[config.mk]
export PLATFORM = sky130hd
export DESIGN_NAME = msx_mouse_port
export DESIGN_NICKNAME = d
export VERILOG_FILES = /design/src/rtl/msx_mouse_port.sv
export SDC_FILE = /design/constraint.sdc
export NUM_CORES = 1
export LEC_CHECK = 0
export ABC_AREA = 0
export ABC_CLOCK_PERIOD_IN_PS = 13120
export CORE_ASPECT_RATIO = 1.1
export CORE_MARGIN = 5
export CORE_UTILIZATION = 45
export CTS_CLUSTER_SIZE = 10
export DETAILED_ROUTE_END_ITERATION = 16
export SETUP_SLACK_MARGIN = 0.1
export SLEW_MARGIN = 10
export SYNTH_ARGS = -nofsm -noshare
export SYNTH_HDL_FRONTEND = slang
export SYNTH_SLANG_ARGS = --single-unit
[constraint.sdc]
create_clock -name clk_sys -period 13.12 [get_ports clk_sys]
set_input_delay 2.624 -clock clk_sys [delete_from_list [all_inputs] [get_ports clk_sys]]
set_output_delay 2.624 -clock clk_sys [all_outputs]
set_load 0.02 [all_outputs]
[src/rtl/msx_mouse_port.sv]
// MiSTer ps2_mouse packets to MSX nibble-serial mouse protocol (X-hi, X-lo, Y-hi, Y-lo per strobe toggle).
// Optional MOUSE_HALFSPEED_EN: each read returns half the accumulated motion, odd residue kept.
module msx_mouse_port #(
    parameter int TIMEOUT_CYC = 32000,
    parameter int ACC_W       = 10
) (
    input  logic        clk_sys,
    input  logic        reset_n,
    input  logic [24:0] ps2_mouse,
    input  logic        strobe,
    output logic [5:0]  data,
    output logic        active
);
    localparam int SUM_W = ACC_W + 3;
    localparam int CNT_W = $clog2(TIMEOUT_CYC + 1);
`ifdef MOUSE_HALFSPEED_EN
    localparam int SUB_SHIFT = 1;
`else
    localparam int SUB_SHIFT = 0;
`endif
    localparam logic signed [ACC_W-1:0] POS127  = ACC_W'(127);
    localparam logic signed [ACC_W-1:0] NEG127  = -ACC_W'(127);
    localparam logic signed [SUM_W-1:0] ACC_MAX = SUM_W'((2 ** (ACC_W - 1)) - 1);
    localparam logic signed [SUM_W-1:0] ACC_MIN = -ACC_MAX;

    typedef enum logic [1:0] {X_HI, X_LO, Y_HI, Y_LO} idx_t;

    idx_t                     idx_reg;
    logic                     tog_reg, stb_reg, active_reg;
    logic [CNT_W-1:0]         cnt_reg;
    logic signed [ACC_W-1:0]  acc_x_reg, acc_y_reg, acc_x_next, acc_y_next;
    logic signed [7:0]        lx_reg, ly_reg, lx_new, ly_new;
    logic [1:0]               btn_reg;
    logic [3:0]               nib_reg;
    logic signed [8:0]        dx9, dy9;
    logic signed [SUM_W-1:0]  sum_x, sum_y;
    logic                     packet, stb_edge, latch;

    // Overflow flags replace the motion with full-scale travel in the signed direction.
    function automatic logic signed [8:0] axis_delta(input logic sgn, input logic ovf,
                                                     input logic [7:0] mag);
        return ovf ? (sgn ? -9'sd255 : 9'sd255) : $signed({sgn, mag});
    endfunction

    function automatic logic signed [ACC_W-1:0] scale(input logic signed [ACC_W-1:0] v);
`ifdef MOUSE_HALFSPEED_EN
        logic signed [ACC_W-1:0] t;
        t = v + $signed({{(ACC_W-1){1'b0}}, v[ACC_W-1]});
        return t >>> 1;
`else
        return v;
`endif
    endfunction

    function automatic logic signed [7:0] sat8(input logic signed [ACC_W-1:0] v);
        if (v > POS127)
            return 8'sd127;
        else if (v < NEG127)
            return -8'sd127;
        else
            return v[7:0];
    endfunction

    function automatic logic signed [ACC_W-1:0] sat_acc(input logic signed [SUM_W-1:0] s);
        if (s > ACC_MAX)
            return ACC_MAX[ACC_W-1:0];
        else if (s < ACC_MIN)
            return ACC_MIN[ACC_W-1:0];
        else
            return s[ACC_W-1:0];
    endfunction

    assign packet   = ps2_mouse[24] ^ tog_reg;
    assign stb_edge = strobe ^ stb_reg;
    assign latch    = stb_edge && (idx_reg == X_HI);
    assign dx9      = axis_delta(ps2_mouse[4], ps2_mouse[6], ps2_mouse[15:8]);
    assign dy9      = axis_delta(ps2_mouse[5], ps2_mouse[7], ps2_mouse[23:16]);
    assign lx_new   = sat8(scale(acc_x_reg));
    assign ly_new   = sat8(scale(acc_y_reg));

    // Latch uses the pre-packet accumulator; a coincident packet delta is still folded in.
    always_comb begin
        sum_x = SUM_W'(acc_x_reg);
        sum_y = SUM_W'(acc_y_reg);
        if (packet) begin
            sum_x = sum_x - SUM_W'(dx9);
            sum_y = sum_y + SUM_W'(dy9);
        end
        if (latch) begin
            sum_x = sum_x - (SUM_W'(lx_new) <<< SUB_SHIFT);
            sum_y = sum_y - (SUM_W'(ly_new) <<< SUB_SHIFT);
        end
        acc_x_next = sat_acc(sum_x);
        acc_y_next = sat_acc(sum_y);
    end

    always_ff @(posedge clk_sys) begin
        if (!reset_n) begin
            idx_reg    <= X_HI;
            tog_reg    <= ps2_mouse[24];
            stb_reg    <= strobe;
            active_reg <= 1'b0;
            cnt_reg    <= '0;
            acc_x_reg  <= '0;
            acc_y_reg  <= '0;
            lx_reg     <= '0;
            ly_reg     <= '0;
            btn_reg    <= 2'b11;
            nib_reg    <= 4'h0;
        end else begin
            tog_reg    <= ps2_mouse[24];
            stb_reg    <= strobe;
            active_reg <= packet;
            acc_x_reg  <= acc_x_next;
            acc_y_reg  <= acc_y_next;
            if (packet)
                btn_reg <= ~{ps2_mouse[1], ps2_mouse[0]};
            if (stb_edge) begin
                cnt_reg <= '0;
                case (idx_reg)
                    X_HI: begin
                        lx_reg  <= lx_new;
                        ly_reg  <= ly_new;
                        nib_reg <= lx_new[7:4];
                        idx_reg <= X_LO;
                    end
                    X_LO: begin
                        nib_reg <= lx_reg[3:0];
                        idx_reg <= Y_HI;
                    end
                    Y_HI: begin
                        nib_reg <= ly_reg[7:4];
                        idx_reg <= Y_LO;
                    end
                    default: begin
                        nib_reg <= ly_reg[3:0];
                        idx_reg <= X_HI;
                    end
                endcase
            end else if (cnt_reg == CNT_W'(TIMEOUT_CYC)) begin
                // Host abandoned a read: restart at X_HI, drop the unserved latch.
                idx_reg <= X_HI;
            end else begin
                cnt_reg <= cnt_reg + CNT_W'(1);
            end
        end
    end

    assign data   = {btn_reg, nib_reg};
    assign active = active_reg;
endmodule

==> results.md <==
* TritonCTS clock tree: built
* Starting DRT DRC Count at 264
* Final antenna-violating net count at 0
* Worst-path clk slew at 0.05 ns
* CP Cell Sequence: clkdlybuf4s50_1 -> inv_1 -> nor2_1 -> a21oi_1 -> fa_1 -> a21o_1 -> a221oi_4 -> xor2_1 -> o21ai_1 -> ha_1 -> a21oi_1 -> nor4b_1 -> o31ai_1 -> xnor2_1 -> o41a_1 -> a31o_2 -> o21a_1
* Final Cycle Share at 0.556
* Fin Setup TNS at 0 ns
* Overall routing resource usage at 0.203
* TritonCTS buffer count at 9
* Yosys reg bits at 58
* Share of the yosys chip area belonging to registers at 0.215
* Layout Utilization at 0.515
* Maximum vdd drop at 0.118 mV
* Unique masters post-synth at 77
* Die X-Extent at 114 µm
* Total wire length at 14500 µm
* Layout area overhead at 13.3%
* Worst slew pin tran at 0.800 ns
* Post-CTS setup buffers at 0
* Cell Rows at 42
* CP Capture Type: flip-flop
* Initial Util at 0.455
* Post-synthesis instance total at 701
* Hold Path Cell Cnt at 2
* Post-Synth Adder-Cell Area at 0.126
* Post-Synth Simple-Gate Area at 0.243
* Worst Path Arrival at 7.51 ns
* Post-synth EDFFs at 0
* Vias at 5218
* Share of cells above drive strength 1 at 0.0792
* Die Footprint at 14300 µm²
* Clk sinks at 58
* I/O Pins at 35
* H-tree depth at 3
* Largest net degree at the start of global routing at 42
* WL per Instance at 16.4 µm
* Router iterations before antenna repair at 5
* CTS Buffer Depth at 2
* Main combinational cell family by area after synthesis: compound AO/OA/AOI/OAI gates
* Area of placed instances at 5830 µm²
* Share of the synthesized area in the top cell type at 0.215
* Routability congestion estimate at 0.846
* CTS root buf: clkbuf_16
* Post-synthesis mux area share at 0.0345
* Max_cap viols at 0
* Min cycle time layout at 7.30 ns
* WP data required at 13.33 ns
* Syn nets at 781
* Area fraction in compound gates after synthesis at 0.275
* RSZ-0062 raised after global routing: false
* Post-Synth XOR/XNOR Area at 0.0612
* Worst Slack Setup Final at 5.82 ns
* Ys flop type: dfxtp_1
* Pwr/cell area at 269 nW/µm²
* R2R Path Start: acc_x_reg[0]
* Most common cell on crit path: a21oi_1
* Syn Std Cell Area at 5400 µm²
* Worst hold path class: flip-flop to flip-flop
* Largest register FFs at 15
* Static Leakage at 0.00248 µW
* Post_cts resized at 0
* Dominant cell type by area after synthesis: dfxtp_1
* Setup WS pre-CTS at 5.54 ns
* CP peak stage delay at 0.59 ns
* Remaining global-route overflow at 0
* Layout Nets at 808
* Max Fclk at 137 MHz
* Max Slew Vio Count at 0
* PortBufs at 32
* CP startpoint kind: primary input
* Final hold slack at 0.456 ns
* Remaining DRCs at 0
* Final setup violation count at 0
* Core area at 11900 µm²
* Initial antenna violation count at 0
* Status: finished, final reports clean
* Most numerous cell in the Yosys netlist: nor2_1
* Clock insertion delay at the later pin of the skew report at 0.33 ns
* Hold buffer count at cts at 0
* Die H at 125 µm
* Antenna cells at 0
* Syn avg cell area at 7.70 µm²
* Top post-synthesis cells by count: 80 x nor2_1, 79 x nand2_1, 58 x dfxtp_1, 56 x a21oi_1, 54 x o21ai_0
* Worst Setup SP: ps2_mouse[6]
* Vias in the first global route at 5075
* Clk_skew at 0.00807 ns
* First-pass GRT wire length at 23900 µm
* Final instance area at 6120 µm²
* CP max FO at 8
* Critical path type: primary input to flip-flop
* Rel. slew slack at 0.465
* Final hold violations at 0
* YS warnings at 0
* R2R depth at 16
* Async SR Flop Fraction at 0
* Vias per cell at 5.89
* Largest cells by area after synthesis: dfxtp_1 22%, ha_1 11%, nor2_1 5.6%
* Detail Placement HPWL at 11300 µm
* Min-delay src: nib_reg[3]
* Critical path's slowest cell: nor4b_1
[power by group]
| part | internal, µW | total (µW) | switching (µW) | leakage [µW] |
|---|---|---|---|---|
| combinational | 485 | 1170 | 684 | 0.00186 |
| clock | 145 | 231 | 86.1 | 0.000145 |
| sequential | 212 | 249 | 37.0 | 0.000476 |
[critical path, delay by kind of cell]
kind	cells	cell delay (ns)
XOR/XNOR	2	0.32
AO/OA/AOI/OAI	9	2.24
adder cells (fa/ha/maj)	2	0.78
buffers and inverters	2	0.59
AND/OR/NAND/NOR	2	0.93
[layout make-up]
| type | count | area (µm²) |
|---|---|---|
| sequential | 58 | 1160 |
| multi-input combinational | 588 | 4000 |
| inverter | 35 | 131 |
| clock inverter | 6 | 58.8 |
| fill | 1227 | 5760 |
| tap | 154 | 193 |
| timing repair buffer | 36 | 350 |
| clock buffer | 9 | 225 |
[routing by layer]
| metal | global-route usage | up-vias | wire length (µm) |
|---|---|---|---|
| met3 | 0.0248 | 40 | 439 |
| met5 | 0 | - | 0 |
| li1 | - | 2609 | - |
| met1 | 0.225 | 2451 | 5980 |
| met4 | 0.0936 | 0 | 496 |
| met2 | 0.377 | 118 | 7600 |
[final timing paths]
kind	to	slack, ns
hold / removal	nib_reg[3]	0.46
hold reg to reg	nib_reg[3]	0.46
setup / recovery	acc_x_reg[0]	5.82
setup reg to reg	acc_x_reg[0]	8.69
[cells in the final DEF, fill, tap and decap left out, types with 8 or more instances in the layout]
cell type        netlist  layout
o31ai_1               10      10
nand3_1               16      16
a211oi_1              10      10
or2_2                  9       9
clkdlybuf4s50_1        0      32
a21oi_1               56      56
nor2b_1                8       8
xnor2_1               21      20
nor3_1                15      15
o21ai_0               54      54
nor2_1                80      80
ha_1                  48      48
clkbuf_16              0       9
xor2_1                13      13
and3_1                 9       9
a21o_1                11      11
dfxtp_1               58      58
mux2i_1               13      13
inv_1                 35      35
nand2_1               79      79
[logic make-up after synthesis]
family                     count (synthesis)
DFF                                       58
and+or+nand+nor                          268
buffers and inverters                     55
AOI/OAI and AO/OA                        214
xor gates and xnor gates                  36
muxes                                     18
adders and majority gates                 52
[stage by stage]
| step | power (µW) | instances |
|---|---|---|
| detailed placement | 1410 | 871 |
| floorplan | 1170 | 701 |
| CTS | 1640 | 886 |
| global placement | 1380 | 871 |
| finish | 1650 | 886 |
| global route | 1790 | 886 |
(Power assumes the default switching activity.)
